`src/rtl/snake_game_ctrl.sv`:
```
// Game sequencer for the snake datapath: PREPARE/PLAY/END mode control,
// snake length and cherry score tracking, eat lockout and end-of-game hold.
module snake_game_ctrl #(
    parameter int unsigned INIT_SIZE = 3,
    parameter int unsigned MAX_SIZE  = 31,
    parameter int unsigned EAT_LOCK  = 100000,
    parameter int unsigned END_HOLD  = 50000000
) (
    input  logic       clk,
    input  logic       rst,
    input  logic       userStart,
    input  logic       snakeEatCherry,
    input  logic       bump,
    input  logic       restart,
    output logic       gamePrepare,
    output logic       gameStart,
    output logic       gameEnd,
    output logic [4:0] size,
    output logic [7:0] score,
    output logic       win
);

    localparam int unsigned LOCK_W = (EAT_LOCK > 1) ? $clog2(EAT_LOCK) : 1;
    localparam int unsigned HOLD_W = (END_HOLD > 1) ? $clog2(END_HOLD) : 1;
    localparam logic [LOCK_W-1:0] LOCK_LOAD = LOCK_W'(EAT_LOCK - 1);
    localparam logic [HOLD_W-1:0] HOLD_MAX  = HOLD_W'(END_HOLD - 1);
    localparam logic [4:0]        SIZE_INIT = 5'(INIT_SIZE);
    localparam logic [4:0]        SIZE_MAX  = 5'(MAX_SIZE);

    typedef enum logic [1:0] {
        S_PREPARE = 2'd0,
        S_PLAY    = 2'd1,
        S_END     = 2'd2
    } state_t;

    state_t              state_q, state_d;
    logic [3:0]          prev_q, prev_d;
    logic [LOCK_W-1:0]   lock_q, lock_d;
    logic [HOLD_W-1:0]   hold_q, hold_d;
    logic [4:0]          size_q, size_d;
    logic [7:0]          score_q, score_d;
    logic                win_q, win_d;
    logic                prep_q, prep_d;
    logic                play_q, play_d;
    logic                end_q, end_d;

    logic [3:0] in_lvl;
    logic [3:0] rise;
    logic       rise_start, rise_eat, rise_bump, rise_restart;
    logic [4:0] size_inc;

    assign in_lvl       = {userStart, snakeEatCherry, bump, restart};
    assign rise         = in_lvl & ~prev_q;
    assign rise_start   = rise[3];
    assign rise_eat     = rise[2];
    assign rise_bump    = rise[1];
    assign rise_restart = rise[0];
    assign size_inc     = size_q + 5'd1;

    // Next-state, counters and registered-output values
    always_comb begin
        state_d = state_q;
        prev_d  = in_lvl;
        lock_d  = (lock_q != '0) ? lock_q - LOCK_W'(1) : lock_q;
        hold_d  = (hold_q == HOLD_MAX) ? hold_q : hold_q + HOLD_W'(1);
        size_d  = size_q;
        score_d = score_q;
        win_d   = win_q;

        unique case (state_q)
            S_PREPARE: begin
                if (rise_start) begin
                    state_d = S_PLAY;
                    lock_d  = '0;
                end
            end
            S_PLAY: begin
                // A collision wins over a simultaneous eat
                if (rise_bump) begin
                    state_d = S_END;
                    win_d   = 1'b0;
                    hold_d  = '0;
                end else if (rise_eat && lock_q == '0) begin
                    score_d = (score_q == 8'hFF) ? score_q : score_q + 8'd1;
                    size_d  = size_inc;
                    lock_d  = LOCK_LOAD;
                    if (size_inc == SIZE_MAX) begin
                        state_d = S_END;
                        win_d   = 1'b1;
                        hold_d  = '0;
                    end
                end
            end
            S_END: begin
                if ((rise_restart || rise_start) && hold_q == HOLD_MAX) begin
                    state_d = S_PREPARE;
                    size_d  = SIZE_INIT;
                    score_d = 8'd0;
                    win_d   = 1'b0;
                end
            end
            default: state_d = S_PREPARE;
        endcase

        prep_d = (state_d == S_PREPARE);
        play_d = (state_d == S_PLAY);
        end_d  = (state_d == S_END);
    end

    always_ff @(posedge clk) begin
        if (rst) begin
            state_q <= S_PREPARE;
            prev_q  <= '0;
            lock_q  <= '0;
            hold_q  <= '0;
            size_q  <= SIZE_INIT;
            score_q <= 8'd0;
            win_q   <= 1'b0;
            prep_q  <= 1'b1;
            play_q  <= 1'b0;
            end_q   <= 1'b0;
        end else begin
            state_q <= state_d;
            prev_q  <= prev_d;
            lock_q  <= lock_d;
            hold_q  <= hold_d;
            size_q  <= size_d;
            score_q <= score_d;
            win_q   <= win_d;
            prep_q  <= prep_d;
            play_q  <= play_d;
            end_q   <= end_d;
        end
    end

    assign gamePrepare = prep_q;
    assign gameStart   = play_q;
    assign gameEnd     = end_q;
    assign size        = size_q;
    assign score       = score_q;
    assign win         = win_q;

endmodule

```
`config.mk`:
```
export PLATFORM = sky130hd
export DESIGN_NAME = snake_game_ctrl
export DESIGN_NICKNAME = d
export VERILOG_FILES = /design/src/rtl/snake_game_ctrl.sv
export SDC_FILE = /design/constraint.sdc
export NUM_CORES = 1
export LEC_CHECK = 0
export CORE_MARGIN = 2
export CORE_UTILIZATION = 53
export DETAILED_ROUTE_END_ITERATION = 6
export GPL_TIMING_DRIVEN = 1
export HOLD_SLACK_MARGIN = 0.1
export PLACE_DENSITY = 0.76
export SETUP_SLACK_MARGIN = 0.2
export SYNTH_ARGS = -nofsm -noshare
export SYNTH_HDL_FRONTEND = slang
export SYNTH_SLANG_ARGS = --single-unit
```
`constraint.sdc`:
```
create_clock -name clk -period 2.3 [get_ports clk]
set_input_delay 0.345 -clock clk [delete_from_list [all_inputs] [get_ports clk]]
set_output_delay 0.345 -clock clk [all_outputs]
set_load 0.01 [all_outputs]
```
* Word level (Yosys, flattened, before mapping)
Index checks and enable logic that the tools add are counted.
** Cells by class
- $add $sub $neg :: 4
- Eq/ne operators :: 13
- Multiplexer cells :: 30
- Bitwise operators :: 2
- Reductions and logical operators :: 11
** Operators by type and width (count)
- $mux 26 :: 5
- $mux 17 :: 4
- $pmux 17 s2 :: 1
- $mux 8 :: 4
- $add 26x1->26 const B :: 1
- $eq 26x26->1 const B :: 1
- $logic_not 17->1 :: 1
- $reduce_bool 17->1 :: 1
- $sub 17x1->17 const B :: 1
- $pmux 8 s2 :: 1
- $mux 5 :: 3
- $mux 2 :: 5
- $pmux 5 s2 :: 1
- $add 8x1->8 const B :: 1
- $eq 8x8->1 const B :: 1
- $ne 2x2->1 const B :: 4
- $reduce_and 4->1 :: 2
- $ne 3x3->1 const B :: 2
- $pmux 2 s3 :: 1
- $add 5x1->5 const B :: 1
- $eq 5x5->1 const B :: 1
- $reduce_and 5->1 :: 1
- $and 4x4->4 :: 1
- $eq 2x1->1 const B :: 2
- other kinds (8) :: 14
** Word-level totals
- Register bits after elaboration :: 66
- Bits of input ports :: 6
- Word-level logic and storage cells :: 70

* Logic depth before layout (Yosys ltp)
- Depth after elaboration :: 7
- Gate-level depth with buffers :: 9

* Worst setup path after synthesis
Ideal clock, no wire load.
- Path type :: reg2reg
- Start :: register lock_q[0]
- End :: register score_q[5], in the netlist score[5]
- Setup time :: 0.066 ns
- Data arrival time :: 2.126 ns
- Path slack :: 0.108 ns
- Cell stages (with the launch flop) :: 8
- Period minus slack after synthesis :: 2.192 ns
- Cells stage by stage :: dfxtp_1 inv_1 ha_1 or4b_4 nor4_4 nand4_4 or4_4 a21oi_2
** Between the ends
- Longest elaborated chain between the ends :: 4
** RTL lines
- start, declared :: line 38 : logic [LOCK_W-1:0] lock_q, lock_d;
- start signal, assigned :: line 125 : lock_q <= lock_d;
- $logic_not 17->1 :: line 83 : end else if (rise_eat && lock_q == '0) begin
- $logic_and 1x1->1 :: line 83
- $ne 2x2->1 (no source line)
- $reduce_and 5->1 (no source line)
- end signal, assigned :: line 128 : score_q <= score_d;
- end, declared :: line 41 : logic [7:0] score_q, score_d;
No other way between the ends.
A chain may end at the register's enable or synchronous reset.

* Worst setup path after layout
- Start :: register lock_q[0]
- End :: register score_q[6], in the netlist score[6]
The elaborated chain is that of the path after synthesis.

==> flow_summary.ini <==
[run_status]
status = finished clean

[floorplanning]
floorplan.die.width_um = 81.7
die_height_um = 81.7
die_area_sq_um = 6680
io_pins = 23
floorplan.core_area_sq_um = 5890
initial_core_util = 0.544
std_cell_rows = 28

[logic_synthesis]
ys_seq_elements = 66
ys_dominant_reg_cell = sky130_fd_sc_hd__dfxtp_1
synth_cell_type_count = 51
synth.area.top_cells = sky130_fd_sc_hd__dfxtp_1 (41%), sky130_fd_sc_hd__xnor2_1 (6.0%), sky130_fd_sc_hd__nor2_1 (5.7%), sky130_fd_sc_hd__nand2_1 (3.3%), sky130_fd_sc_hd__xor2_1 (3.3%)
synth.yosys.warnings = 0
post-synth-top-area-cell = sky130_fd_sc_hd__dfxtp_1
syn-instance-count = 370
synth_seq_area_share = 0.413
syn_nets = 381
proportion_of_register_bits_with_asynchronous_set_or_reset_after_synthesis = 0
post_synth.cell_area_avg_sq_um = 8.65
syn-cell-area_sq_um = 3200
synth_top_area_share = 0.413
synth-edff-count = 0

[global_routing]
number_of_global_route_vias_before_repair = 2661
grt_remaining_overflow = 0
global_route_wire_length_before_repair_um = 12000
initial_antenna_violation_count = 0
grt.total_usage = 0.233
grt_max_degree = 27

[setup_path]
worst_r2r_endpoint = score[6]$_SDFFE_PP0P_
required_ns = 2.58
arrival_ns = 2.49
crit_path_end_kind = register
worstSetupStartpointType = register
critical_path.cell_chain = inv_2 > ha_4 > or4b_4 > nor4_4 > nand4_4 > buf_6 > or3_4 > a21oi_2
timing.critical_path.fanout_max = 6
rrSetupSlack_ns = 0.09
worst_path_largest_cell_delay_ns = 0.48
cell_at_the_slowest_stage_of_the_critical_path = sky130_fd_sc_hd__or4b_4
crit_type = register to register
logic_depth_of_the_worst_register_to_register_path = 8
worst_r2r_startpoint = lock_q[0]$_SDFF_PP0_

[placed_design]
placement.io_buffers = 22
place.gp.congestion = 0.876
numPlacedInstances = 475
dp_hpwl_um = 5030
dp_worst_setup_slack_ns = -0.00464

[timing]
final_layout_worst_hold_slack_ns = 0.497
finalCriticalPeriod_ns = 2.21
timing.final.setup_violations = 0
slew_headroom = 0.609
skew_ns = 0.0100
rsz_0062_raised_after_global_routing = yes
clock.fmax_mhz = 452
final-hold-violation-count = 0
finalSetupTns_ns = 0
tightest_slew_ns = 0.582
layout_worst_path_cycle_share = 0.963
final-max-slew-violation-count = 0
finalWorstSetupSlack_ns = 0.0860

[route]
drt_iter0_markers = 157
wirelength_um = 7320
post_drt_via_cell_ratio = 5.78
drt_pass1_iterations = 4
dr_total_vias = 2892
routed_wire_length_per_instance_um = 14.6
drcViolationCount = 0
detail_route_antenna_nets = 0

[power_and_ir_drop]
total_switching_power_w = 0.00150
clock_power_share = 0.243
p_seq_frac = 0.350
sw_frac_of_total = 0.365
internal_power_w = 0.00260
peakVddDrop_v = 0.000868
total_power_w = 0.00410
p_leak_nw = 1.41
pwr-share-comb = 0.407
power_density_nw_per_um2 = 1040

[clock_network]
clk_path_buf_depth = 2
clock_tree.root_cell = sky130_fd_sc_hd__clkbuf_8
cts_max_level = 3
cts_hold_repair.buffers = 0
numCtsBuffers = 9
cts_num_sinks = 66
cts_tree = built
clk_pin_slew_worst_paths_ns = 0.07
clkLatencyLatePin_ns = 0.35

[worst_hold_path]
holdPathEnd = hold_q[5]$_SDFF_PP0_
hold_start = hold_q[5]$_SDFF_PP0_
worstHoldPathCells = 2
worstHoldPathType = register to register

[finish]
post_layout_nonfiller_instances = 500
area.sequential_sq_um = 1330
n_antenna_cell = 0
area_overhead_of_the_layout_relative_to_synthesis_pct = 23.3
final_layout_size_suffix_gt1_frac = 0.186
multi_input_area_sq_um = 1860
num-nets-final = 431
fillerInstances = 483

[run]
cap_viol_max_count = 0
synthesized netlist by cell type, drive strengths merged (7+ instances only):
master and count:
nor4 16, nand2 28, xor2 12, nor2 49, nand3 19, nand4 9, dfxtp 66, o21ai 9
xnor2 22, and4 7, nor3 17, a21oi 21, nor4b 7, inv 8
cells by family after synthesis:
| kind of cell | count (synthesis) | synth area share |
|---|---|---|
| AND/OR/NAND/NOR | 191 | 0.339 |
| flip-flops | 66 | 0.413 |
| AO/OA/AOI/OAI | 54 | 0.104 |
| XOR/XNOR | 34 | 0.0930 |
| buffers and inverters | 18 | 0.0262 |
| adder cells (fa/ha/maj) | 5 | 0.0195 |
| multiplexers | 2 | 0.00626 |
power by group through the flow:
stage	Sequential, W	Combinational [W]	Clock (W)
2_1_floorplan	0.00141	0.00111	0
3_3_place_gp	0.00144	0.00146	0
3_5_place_dp	0.00145	0.00150	0
4_1_cts	0.00142	0.00156	0.00101
5_1_grt	0.00145	0.00182	0.00105
6_report	0.00143	0.00167	0.000995
worst max-delay path by stage:
stage	from	to	slack [ns]	cells after the start
final	lock_q[0]$_SDFF_PP0_	score[6]$_SDFFE_PP0P_	0.09	8
after global routing	lock_q[0]$_SDFF_PP0_	score[6]$_SDFFE_PP0P_	0.01	8
after CTS	lock_q[1]$_SDFF_PP0_	score[5]$_SDFFE_PP0P_	0.12	7
after detailed placement	bump	score[1]$_SDFFE_PP0P_	-0.005	7
after global placement	bump	lock_q[3]$_SDFF_PP0_	0.01	7
after floorplan	lock_q[0]$_SDFF_PP0_	score[5]$_SDFFE_PP0P_	0.15	7
layer usage:
metal,track usage,vias to the layer above,wire [um]
li1,-,1429,-
met1,0.309,1391,3500
met2,0.369,59,3400
met3,0.0407,13,277
met4,0.108,0,142
met5,0,-,0
metrics by stage:
| stage | util | cell area, sq um |
|---|---|---|
| final | 0.671 | 3950 |
| after floorplan | - | 3210 |
| after CTS | 0.660 | 3890 |
| after global placement | 0.615 | 3620 |
| after global routing | 0.671 | 3950 |
| after detailed placement | 0.615 | 3620 |
worst max-delay path: cells and delay by family (launching register included):
kind	cells	cell delay [ns]
AND/OR/NAND/NOR	4	1.35
flip-flops	1	0.32
buffers and inverters	2	0.23
adder cells (fa/ha/maj)	1	0.13
AO/OA/AOI/OAI	1	0.12
state kept, by name (all words and copies together) (netlist names):
register,count
win,1
state_q,2
hold_q,26
gameStart,1
lock_q,17
size,5
gamePrepare,1
prev_q,4
gameEnd,1
score,8
layout by cell type, fill, tap and decap left out, types with 8 or more instances in the layout:
master and instances:
sky130_fd_sc_hd__a21oi_1 18, sky130_fd_sc_hd__clkbuf_8 10, sky130_fd_sc_hd__buf_4 25, sky130_fd_sc_hd__nor4_1 13, sky130_fd_sc_hd__nand2_1 28, sky130_fd_sc_hd__nand3_1 19, sky130_fd_sc_hd__dfxtp_1 63, sky130_fd_sc_hd__nor3_1 17
sky130_fd_sc_hd__clkdlybuf4s50_1 22, sky130_fd_sc_hd__xor2_1 12, sky130_fd_sc_hd__nor2_1 48, sky130_fd_sc_hd__xnor2_1 22, sky130_fd_sc_hd__nand4_1 8
cell type report:
class	instances	share of cell area
Multi-Input combinational cell	286	0.470
Clock inverter	6	0.0168
Clock buffer	10	0.0349
Tap cell	75	0.0238
Sequential cell	66	0.336
Timing Repair Buffer	49	0.111
Inverter	8	0.00761
timing repair:
item	4_1_cts	5_1_grt
gates cloned	0	0
gates resized for setup	9	9
setup endpoints to repair	4	44
pin swaps	5	5
buffers inserted	6	3
(Power assumes the default switching activity.)
